### config.mk
export PLATFORM = sky130hd
export DESIGN_NAME = flash_stream_sequencer
export DESIGN_NICKNAME = d
export VERILOG_FILES = /design/src/rtl/flash_stream_sequencer_pkg.sv /design/src/rtl/stream_fifo.sv /design/src/rtl/flash_stream_sequencer.sv
export SDC_FILE = /design/constraint.sdc
export NUM_CORES = 1
export LEC_CHECK = 0
export CORE_ASPECT_RATIO = 0.7
export CORE_UTILIZATION = 45
export CTS_BUF_LIST = sky130_fd_sc_hd__clkbuf_8
export CTS_CLUSTER_SIZE = 10
export DETAILED_ROUTE_END_ITERATION = 8
export GPL_TIMING_DRIVEN = 0
export PLACE_DENSITY = 0.69
export SETUP_SLACK_MARGIN = 0.3
export SLEW_MARGIN = 5
export SYNTH_ARGS = -nofsm -noshare
export SYNTH_HDL_FRONTEND = slang
export SYNTH_SLANG_ARGS = --single-unit
### constraint.sdc
create_clock -name clk -period 4.26 [get_ports clk]
set_input_delay 1.278 -clock clk [delete_from_list [all_inputs] [get_ports clk]]
set_output_delay 1.278 -clock clk [all_outputs]
set_load 0.005 [all_outputs]
### src/rtl/flash_stream_sequencer_pkg.sv
// Shared definitions for the flash stream sequencer and the SPI flash controller.
//   FLASH_WORD_BYTES : bytes per flash word (must match the controller)
//   DATA_WIDTH_BITS  : flash word width in bits
//   seq_state_t      : sequencer FSM states
package flash_stream_sequencer_pkg;

  localparam int unsigned FLASH_WORD_BYTES = 4;
  localparam int unsigned DATA_WIDTH_BITS  = FLASH_WORD_BYTES * 8;

  typedef enum logic [2:0] {
    ST_IDLE,
    ST_START,
    ST_ARM,
    ST_WAIT,
    ST_HOLD,
    ST_STOP,
    ST_DONE
  } seq_state_t;

endpackage

### src/rtl/stream_fifo.sv
// Synchronous FIFO buffering fetched flash words for the downstream consumer.
//   clk, rst   : clock, asynchronous active-high reset
//   flush      : empties the FIFO; takes priority over push and pop
//   push, push_data : write one word (caller guarantees not full)
//   pop, pop_data   : remove the head word (caller guarantees not empty);
//                     pop_data always shows the head word
//   count, empty, full : occupancy status
module stream_fifo #(
  parameter int unsigned WIDTH = 32,
  parameter int unsigned DEPTH = 4
) (
  input  logic                       clk,
  input  logic                       rst,
  input  logic                       flush,
  input  logic                       push,
  input  logic [WIDTH-1:0]           push_data,
  input  logic                       pop,
  output logic [WIDTH-1:0]           pop_data,
  output logic [$clog2(DEPTH):0]     count,
  output logic                       empty,
  output logic                       full
);

  localparam int unsigned PW = $clog2(DEPTH);

  logic [WIDTH-1:0] mem [DEPTH];
  logic [PW-1:0]    wr_ptr;
  logic [PW-1:0]    rd_ptr;
  logic [PW:0]      count_q;

  // Pointers wrap naturally modulo DEPTH (DEPTH is a power of two).
  always_ff @(posedge clk or posedge rst) begin
    if (rst) begin
      wr_ptr  <= '0;
      rd_ptr  <= '0;
      count_q <= '0;
    end else if (flush) begin
      wr_ptr  <= '0;
      rd_ptr  <= '0;
      count_q <= '0;
    end else begin
      if (push) wr_ptr <= wr_ptr + 1'b1;
      if (pop)  rd_ptr <= rd_ptr + 1'b1;
      case ({push, pop})
        2'b10:   count_q <= count_q + 1'b1;
        2'b01:   count_q <= count_q - 1'b1;
        default: count_q <= count_q;
      endcase
    end
  end

  always_ff @(posedge clk) begin
    if (push && !flush) mem[wr_ptr] <= push_data;
  end

  assign pop_data = mem[rd_ptr];
  assign count    = count_q;
  assign empty    = (count_q == '0);
  assign full     = (count_q == (PW + 1)'(DEPTH));

endmodule

### src/rtl/flash_stream_sequencer.sv
// Streams len_words contiguous words from flash starting at base_addr by
// sequencing start/continue/stop pulses to the SPI flash controller, and
// buffers the words in a FIFO feeding a valid/ready consumer.
//   clk, rst          : clock, asynchronous active-high reset
//   base_addr, len_words, restart : stream setup, sampled on restart pulse
//   ctl_addr, ctl_start_read, ctl_stop_read, ctl_continue_read : to controller
//   ctl_data, ctl_busy : from controller
//   out_data, out_valid, out_ready : FIFO head, consumer handshake
//   done              : all words of the stream fetched (until next restart)
module flash_stream_sequencer
  import flash_stream_sequencer_pkg::*;
#(
  parameter int unsigned DATA_WIDTH_BYTES = FLASH_WORD_BYTES,
  parameter int unsigned ADDR_BITS        = 16,
  parameter int unsigned LEN_BITS         = 12,
  parameter int unsigned FIFO_DEPTH       = 4
) (
  input  logic                          clk,
  input  logic                          rst,
  input  logic [ADDR_BITS-1:0]          base_addr,
  input  logic [LEN_BITS-1:0]           len_words,
  input  logic                          restart,
  output logic [ADDR_BITS-1:0]          ctl_addr,
  output logic                          ctl_start_read,
  output logic                          ctl_stop_read,
  output logic                          ctl_continue_read,
  input  logic [DATA_WIDTH_BYTES*8-1:0] ctl_data,
  input  logic                          ctl_busy,
  output logic [DATA_WIDTH_BYTES*8-1:0] out_data,
  output logic                          out_valid,
  input  logic                          out_ready,
  output logic                          done
);

  localparam int unsigned DW   = DATA_WIDTH_BYTES * 8;
  localparam int unsigned CNTW = $clog2(FIFO_DEPTH) + 1;

  seq_state_t state, state_next;

  logic [ADDR_BITS-1:0] addr_q;
  logic [LEN_BITS-1:0]  remaining_q;
  logic                 pending_q;

  logic                 load_cfg;
  logic                 pend_set;
  logic                 pend_clr;
  logic                 push_word;
  logic                 start_pulse;
  logic                 cont_pulse;

  logic [CNTW-1:0]      fifo_count;
  logic                 fifo_empty;
  logic                 fifo_full;
  logic                 fifo_room;

  assign fifo_room = (fifo_count < CNTW'(FIFO_DEPTH));

  stream_fifo #(
    .WIDTH (DW),
    .DEPTH (FIFO_DEPTH)
  ) u_fifo (
    .clk       (clk),
    .rst       (rst),
    .flush     (restart),
    .push      (push_word && !fifo_full),
    .push_data (ctl_data),
    .pop       (out_valid && out_ready),
    .pop_data  (out_data),
    .count     (fifo_count),
    .empty     (fifo_empty),
    .full      (fifo_full)
  );

  always_ff @(posedge clk or posedge rst) begin
    if (rst) state <= ST_IDLE;
    else     state <= state_next;
  end

  always_ff @(posedge clk or posedge rst) begin
    if (rst) begin
      addr_q      <= '0;
      remaining_q <= '0;
      pending_q   <= 1'b0;
    end else begin
      if (load_cfg) begin
        addr_q      <= base_addr;
        remaining_q <= len_words;
      end else if (push_word && remaining_q != '0) begin
        remaining_q <= remaining_q - LEN_BITS'(1);
      end
      if (pend_clr)      pending_q <= 1'b0;
      else if (pend_set) pending_q <= 1'b1;
    end
  end

  // A restart while the controller is mid-transfer (ARM/WAIT) cannot abort
  // the transfer; it is remembered in pending_q and the returning word is
  // dropped. START/HOLD have nothing in flight and go straight to STOP.
  // The issue pulses are gated by restart so no new transfer starts in the
  // cycle the stream is being torn down.
  always_comb begin
    state_next  = state;
    load_cfg    = 1'b0;
    pend_set    = 1'b0;
    pend_clr    = 1'b0;
    push_word   = 1'b0;
    start_pulse = 1'b0;
    cont_pulse  = 1'b0;
    case (state)
      ST_IDLE, ST_DONE: begin
        if (restart) begin
          load_cfg   = 1'b1;
          state_next = (len_words == '0) ? ST_DONE : ST_START;
        end
      end
      ST_START: begin
        if (restart) begin
          load_cfg   = 1'b1;
          pend_set   = 1'b1;
          state_next = ST_STOP;
        end else if (fifo_room) begin
          start_pulse = 1'b1;
          state_next  = ST_ARM;
        end
      end
      ST_ARM: begin
        if (restart) begin
          load_cfg = 1'b1;
          pend_set = 1'b1;
        end
        state_next = ST_WAIT;
      end
      ST_WAIT: begin
        if (restart) begin
          load_cfg = 1'b1;
          pend_set = 1'b1;
        end
        if (!ctl_busy) begin
          if (pending_q || restart) begin
            state_next = ST_STOP;
          end else begin
            push_word  = 1'b1;
            state_next = (remaining_q <= LEN_BITS'(1)) ? ST_STOP : ST_HOLD;
          end
        end
      end
      ST_HOLD: begin
        if (restart) begin
          load_cfg   = 1'b1;
          pend_set   = 1'b1;
          state_next = ST_STOP;
        end else if (fifo_room) begin
          cont_pulse = 1'b1;
          state_next = ST_ARM;
        end
      end
      ST_STOP: begin
        pend_clr = 1'b1;
        if (restart) begin
          load_cfg   = 1'b1;
          state_next = (len_words == '0) ? ST_DONE : ST_START;
        end else if (pending_q && remaining_q != '0) begin
          state_next = ST_START;
        end else begin
          state_next = ST_DONE;
        end
      end
      default: state_next = ST_IDLE;
    endcase
  end

  always_comb begin
    ctl_start_read    = start_pulse;
    ctl_continue_read = cont_pulse;
    ctl_stop_read     = (state == ST_IDLE) || (state == ST_STOP) || (state == ST_DONE);
    done              = (state == ST_DONE);
  end

  assign ctl_addr  = addr_q;
  assign out_valid = !fifo_empty;

endmodule

; Word-level counts from Yosys, hierarchy flattened
; Memory sizes are Yosys's and may differ from the RTL's.
; Cells that the tools add are included.
[classes]
n_addsub = 5
order_cmp = 2
n_eq_ne = 12
mux = 33
n_reduce_logical = 25
[op_table]
columns = op, n
row1 = 12-bit two-way mux, 2
row2 = 3-bit two-way mux, 8
row3 = 1-bit two-way mux, 17
row4 = 3-bit one-hot mux with 5 select lines, 1
row5 = 3-bit == test (second input constant), 4
row6 = 12-bit by 1-bit less-or-equal comparator with 1-bit output (second input constant), 1
row7 = 12-bit logical NOT, 1
row8 = 12-bit nonzero test, 1
row9 = 12-bit by 1-bit subtractor with 12-bit output (second input constant), 1
row10 = 2-bit two-way mux, 4
row11 = 2-bit nonzero test, 4
row12 = 7-bit OR reduction, 1
row13 = 3-bit by 2-bit == test with 1-bit output (second input constant), 2
row14 = 3-bit logical NOT, 2
row15 = 3-bit one-hot mux with 2 select lines, 1
row16 = 1-bit logical AND, 5
row17 = 2-bit by 1-bit adder with 2-bit output (second input constant), 2
row18 = 2-bit inequality test (second input constant), 2
row19 = 2-bit OR reduction, 2
row20 = 4-bit OR reduction, 1
row21 = 3-bit by 1-bit adder with 3-bit output (second input constant), 1
row22 = 3-bit by 1-bit == test with 1-bit output (second input constant), 1
row23 = 1-bit logical NOT, 3
row24 = 1-bit logical OR, 3
row25 = other kinds (7), 7
[totals]
ff_bits = 39
ramBits = 128
out_inout_bits = 53
word_cells = 85
mem_count = 1
[memory_table]
columns = memory, depth, word_bits, read_ports, rd_clocked_by_memory_dff, write_ports, line_no
row1 = u_fifo.mem, 4, 32, 1, 0, 1, stream_fifo.sv:26  ; logic [WIDTH-1:0] mem [DEPTH];

; Longest topological paths before layout
[depth]
depth_word = 8
depth_mapped = 7
depth_no_buf = 7

; By module
; A second synthesis with hierarchy kept.
[unflattened]
cells_unflattened = 437
hier_area_um2 = 6972.9
[by_module_without_submodules]
columns = module, n_inst, cells_per_inst, area_per_inst_um2, seq_area_each_um2
row1 = stream_fifo, 1, 212, 5108.6, 4018.9
row2 = flash_stream_sequencer, 1, 225, 1864.3, 800.8

; Worst setup path after synthesis
; OpenSTA, ideal clock, no wires.
[synth_timing]
path_kind = input-to-output
start = input restart
end = output ctl_continue_read
arrival_ns = 2.113
required_time_ns = 2.982
slack_ns = 0.869
stages = 4
path_cell_list = buf_6 -> clkbuf_1 -> buf_1 -> nor4_1
[synth_via]
elab_chain_cells = 2
[synth_rtl]
columns = item, line_no
row1 = from (decl), flash_stream_sequencer.sv:22  ; input logic restart,
row2 = 1-bit two-way mux, n/a
row3 = 1-bit two-way mux, flash_stream_sequencer.sv:109  ; case (state)
row4 = to (decl), flash_stream_sequencer.sv:26  ; output logic ctl_continue_read,
; Every way passes these cells.

; Worst setup path in the final report
[layout_timing]
start = input restart
end = output ctl_start_read
[layout_via]
elab_chain_cells = 2
[layout_rtl]
columns = item, line_no
row1 = 1-bit two-way mux, flash_stream_sequencer.sv:117  ; if (restart) begin
row2 = 1-bit two-way mux, flash_stream_sequencer.sv:109
row3 = to (decl), flash_stream_sequencer.sv:24  ; output logic ctl_start_read,
; Every way passes these cells.

==> flow_summary.yaml <==
synthesis:
  yosys_most_used_dff: "edfxtp_1"
  ys_seq_area_frac: 0.695
  synth.distinct_cells: 56
  yosys_warnings: 0
  async_flop_share: 0.234
  syn_nets: 509
  synthCells: 437
  synth_edf_count: 128
  postSynthAreaPerCell_um2: 15.9
  syn_area_um2: 6940
  ys_ff_latch: 167
route:
  wl_per_cell_um: 18.0
  totalWireLength_um: 14100
  vias: 4248
  dr.pass1.iters: 5
  drcViolationCount: 0
  first_iter_violations: 342
  viasPerCell: 5.42
  final_antenna_net_count: 0
final_layout:
  multi_input_area_um2: 2010
  ff_latch_area_um2: 4820
  n_antenna_cell: 0
  fillers: 1116
  layout_common_cells: "128 x edfxtp_1, 116 x clkdlybuf4s50_1, 67 x nand2_1"
  area_growth_pct: 27.4
  drive_above_1_share: 0.151
  layout_commonest_cell: "edfxtp_1"
  fin_nets: 649
sta:
  clock_skew_ps: 9.68
  hold_viol: 0
  slew_headroom: 0.541
  rsz0062_at_grt: "yes"
  drv_slew: 0
  worst_slew_pin_slew_ps: 689
  setup_viol: 0
  period_share: 0.915
  setup_slack_ps: 363
  tns_ps: 0
  fmax_mhz: 257
  period_minus_slack_ps: 3900
worst_setup_path:
  endpoint_kind: "primary output"
  required_ps: 2980
  crit_type: "input port to primary output"
  cp.arrival_ps: 2620
  critPathMaxFanout: 10
  cp-start-kind: "input port"
cts:
  cts.sinks: 167
  ctsHoldBuffers: 0
  cts_buffers: 17
  clockBufferDepth: 2
  cts_tree: "yes"
  insertion_delay_ps: 460
  path_clk_slew_ps: 80
  cts_setup_buffers: 0
  clock_tree.root_cell: "clkbuf_8"
  cts_max_level: 4
die:
  ios: 118
  dieArea_um2: 15900
  rows: 37
  dieWidth_um: 150
  core_area_um2: 14900
  start_util: 0.467
  die_height_um: 106
power_and_ir_drop:
  power_density_nw_per_um2: 472
  vdd.ir_drop.worst_v: 0.000328
  power_leakage_nw: 3.07
place:
  gp_congestion: 0.870
  dp_slack_ps: 229
  io_buffers: 116
  dpl.hpwl_um: 9680
grt:
  grtUsageMet1: 0.278
  grt_use_met3: 0.0511
  grt_use_total: 0.191
  antenna_found_initial: 0
  grt_pass1_wl_um: 22300
  use_met2: 0.274
  grt_pass1_vias: 4218
  grt_max_degree: 32
  grt-ovfl-total: 0
  busiest_layer: "met1"
run_status:
  status: "finished, final reports clean"
flow_run:
  drv_cap: 0
worst_hold_path:
  hold_path_class: "flip-flop to flip-flop"
synth_stat cells (2+ instances only):
library cell  number  share of area
edfxtp_1         128           0.55
nand2_1           67          0.036
dfrtp_1           39           0.14
mux4_2            32           0.10
nor2_1            19          0.010
clkbuf_1          15         0.0081
inv_1              9         0.0049
a21oi_1            8         0.0058
nor4_1             8         0.0072
nand3_1            7         0.0050
nor3_1             7         0.0050
and2_1             6         0.0054
ha_1               6          0.011
mux2i_1            6         0.0087
o21ai_0            6         0.0043
and3_1             5         0.0045
nand2b_1           4         0.0036
xnor2_1            4         0.0050
a211oi_1           3         0.0032
buf_2              3         0.0022
o211ai_1           3         0.0032
o21ai_1            3         0.0022
o311ai_1           3         0.0038
a2111oi_2          2         0.0043
a22oi_1            2         0.0022
a31oi_1            2         0.0018
buf_1              2         0.0011
nand3b_1           2         0.0022
nor2_2             2         0.0018
nor3b_1            2         0.0022
o31a_1             2         0.0025
o31ai_1            2         0.0022
or3_1              2         0.0018
or3b_1             2         0.0025
or4_1              2         0.0022
xor2_1             2         0.0025
registers in the layout, indices dropped and copies added, names as in the netlist:
register	cells
u_fifo.wr_ptr	2
state	3
u_fifo.mem	128
u_fifo.rd_ptr	2
u_fifo.count	3
pending_q	1
ctl_addr	16
remaining_q	12
kinds of logic (layout without fill, tap and decap cells):
| family | count (synthesis) | in the layout | share of synthesized area |
|---|---|---|---|
| flip-flops | 167 | 167 | 0.695 |
| AND/OR/NAND/NOR | 145 | 145 | 0.107 |
| AO/OA/AOI/OAI | 43 | 43 | 0.0451 |
| multiplexers | 39 | 39 | 0.114 |
| buffers and inverters | 30 | 182 | 0.0178 |
| adder cells (fa/ha/maj) | 7 | 7 | 0.0137 |
| XOR/XNOR | 6 | 6 | 0.00757 |
final timing paths:
path / start / endpoint / slack (ps) / depth (start not counted)
worst max-delay path: restart / ctl_start_read / 360 / 5
worst min register to register: ctl_addr[8] / ctl_addr[8] / 490 / 2
max in group asynchronous: rst / ctl_addr[0] / 2760 / 3
min in group asynchronous: rst / state[1] / 1050 / 2
worst min-delay path: ctl_addr[8] / ctl_addr[8] / 490 / 2
worst max register to register: state[1] / u_fifo.mem[3][3] / 1890 / 5
metrics by stage:
step | cells | cell area [µm²] | util | total power, mW | hold WS (ps)
final | 784 | 8840 | 0.595 | 4.18 | 489
after global routing | 784 | 8840 | 0.595 | 4.40 | 509
after CTS | 784 | 8830 | 0.594 | 4.21 | 490
after detailed placement | 753 | 8480 | 0.571 | 3.19 | 464
after global placement | 748 | 8340 | 0.562 | 3.15 | 462
after floorplan | 437 | 6940 | - | 2.66 | 470
layer usage:
| metal | vias to the layer above | routed length, µm |
|---|---|---|
| met2 | 156 | 6370 |
| met3 | 21 | 946 |
| met1 | 2117 | 6620 |
| met5 | - | 0 |
| met4 | 0 | 208 |
| li1 | 1954 | - |
power breakdown:
group          internal (mW)  total [mW]  switching, mW
sequential              1.86        1.96          0.103
combinational          0.656        1.20          0.548
clock                  0.451        1.01          0.557
cell type report:
cell class	instances	area share
Buffer	21	0.0117
Timing Repair Buffer	121	0.146
Tap cell	195	0.0276
Clock inverter	14	0.0125
Inverter	9	0.00382
Sequential cell	167	0.545
Clock buffer	17	0.0265
Multi-Input combinational cell	240	0.227
timing repair:
action                     in CTS  in global routing
setup endpoints to repair      30                 27
gates resized for setup         4                  7
pin swaps                       0                  0
worst max-delay path, stage by stage:
cell	delay, ps
buf_6	120
clkbuf_2	180
buf_4	210
nor4_1	280
clkdlybuf4s50_1	550
Note: power is estimated with default switching activity, not from simulation.
==> patch, RTL diff (same settings) <==
Set the parameter `LEN_BITS` to 24 (it was 12).
--- a/src/rtl/flash_stream_sequencer.sv
+++ b/src/rtl/flash_stream_sequencer.sv
@@ -13,5 +13,5 @@
   parameter int unsigned DATA_WIDTH_BYTES = FLASH_WORD_BYTES,
   parameter int unsigned ADDR_BITS        = 16,
-  parameter int unsigned LEN_BITS         = 12,
+  parameter int unsigned LEN_BITS         = 24,
   parameter int unsigned FIFO_DEPTH       = 4
 ) (
Ports: changed (resized len_words); port bits go from 118 to 130. No check against the original RTL was run, so the function may have changed too.
==> patch against the original RTL <==
First-iteration DRC count up 30%. Power is 6.3% higher. Worst hold slack lost 0.0031 ns. Via count grew 21%. Count of clock-buffer cells in the layout stayed put. Global-route usage is 1.7 points higher. Setup slack improved by 0.044 ns. Sequential cell count rose by 12. Sequential power increased by 7%. Wire length increased by 20%. Synthesized area is 11% higher. Final area rose by 11%. Critical path type unchanged. Largest cell class unchanged.
==> patch: results (changes against the original RTL) <==
[run_status]
outcome = finished, final reports clean

[route]
routed_wl_um = 17000  ; +20%
met1_wire_length_um = 7690  ; +16%
wl_per_cell_um = 18.4  ; +2.2%
first_iter_violations = 443  ; +30%
wl_met3_um = 990  ; +4.7%

[sta]
finalWorstPathRequiredPeriod_ns = 3.85  ; -0.0437 ns
timing.max_slew.rel_slack_pct = 55.7  ; +1.6 points
fin_skew_ns = 0.0189  ; +0.00919 ns
fin_hold_ws_ns = 0.486  ; -0.00313 ns

[layout]
multi_input_area_um2 = 2420  ; +21%
fillers = 1319  ; +18%
nets = 769  ; +18%
nonClkBufAreaFrac_pct = 15.7  ; -0.094 points
layout.clock.cell_area_share_pct = 3.99  ; +0.10 points
flip_flop_and_latch_share_of_the_layout_cell_area_pct = 52.3  ; -2.2 points
comb.multi_input.count = 313  ; +30%

[synthesis]
fraction_of_registers_with_async_set_or_reset_after_synthesis_pct = 28.5  ; +5.1 points
gate_count_after_technology_mapping = 532  ; +22%
yosys.cell_types.count = 57  ; +1.8%
synth_seq_area_share_pct = 66.6  ; -2.9 points
synth.area.mux_share_pct = 9.89  ; -1.5 points
post_synth_xor_area_fraction_pct = 1.03  ; +0.27 points
synth_fp_nets = 616  ; +21%
area_share_of_fa_ha_maj_cells_after_synthesis_pct = 1.24  ; -0.13 points

[placement]
gp_congestion = 0.929  ; +6.8%
detailed_place.area_um2 = 9370  ; +10%
placedCellCount = 891  ; +18%
io_buffers = 129  ; +11%

[global_routing]
use_met2_pct = 32.4  ; +5.0 points
grt_pass1_vias = 5284  ; +25%
grt_start_max_net_pins = 33  ; +3.1%
grt_pass1_wl_um = 27700  ; +24%
globalRouteMet1Util_pct = 28.9  ; +1.1 points

[setup_path]
slowest_stage = sky130_fd_sc_hd__or2_2
arrival_ns = 2.58  ; -0.04 ns
worst-r2r-cell-count = 8  ; +3
timing.critical_path.slowest_cell_delay_ns = 0.36  ; -0.19 ns

[pwr]
power.ir.vdd_worst_v = 0.000242  ; -26%

[floorplanning]
num_tap_cells = 225  ; +15%

==> patch: cells by family (layout without fill, tap and decap cells) <==
kind of cell / count (synthesis) / count (layout)
buf+inv: 40 / 206
compound gates: 67 / 67
fa+ha+maj: 7 / 7
simple gates: 194 / 194
mux: 36 / 36
flops: 179 / 179
xor+xnor: 9 / 9
==> patch: what timing repair did <==
item                                    CTS  global route
endpoints found under the setup margin   30             9
resized for setup                        19             2
gates cloned                              0             0
==> patch: path summary, 6_finish.rpt <==
| check | endpoint | startpoint |
|---|---|---|
| worst min register to register | ctl_addr[8] | ctl_addr[8] |
| min in group asynchronous | ctl_addr[6] | rst |
| worst max register to register | remaining_q[3] | remaining_q[0] |
| worst max-delay path | ctl_continue_read | restart |
| max in group asynchronous | u_fifo.wr_ptr[0] | rst |
| worst min-delay path | ctl_addr[8] | ctl_addr[8] |
==> patch: report_power, final <==
group / internal (uW) / total (uW) / switching [uW]
sequential: 1990 / 2090 / 101
combinational: 649 / 1220 / 574
clock: 442 / 1130 / 688
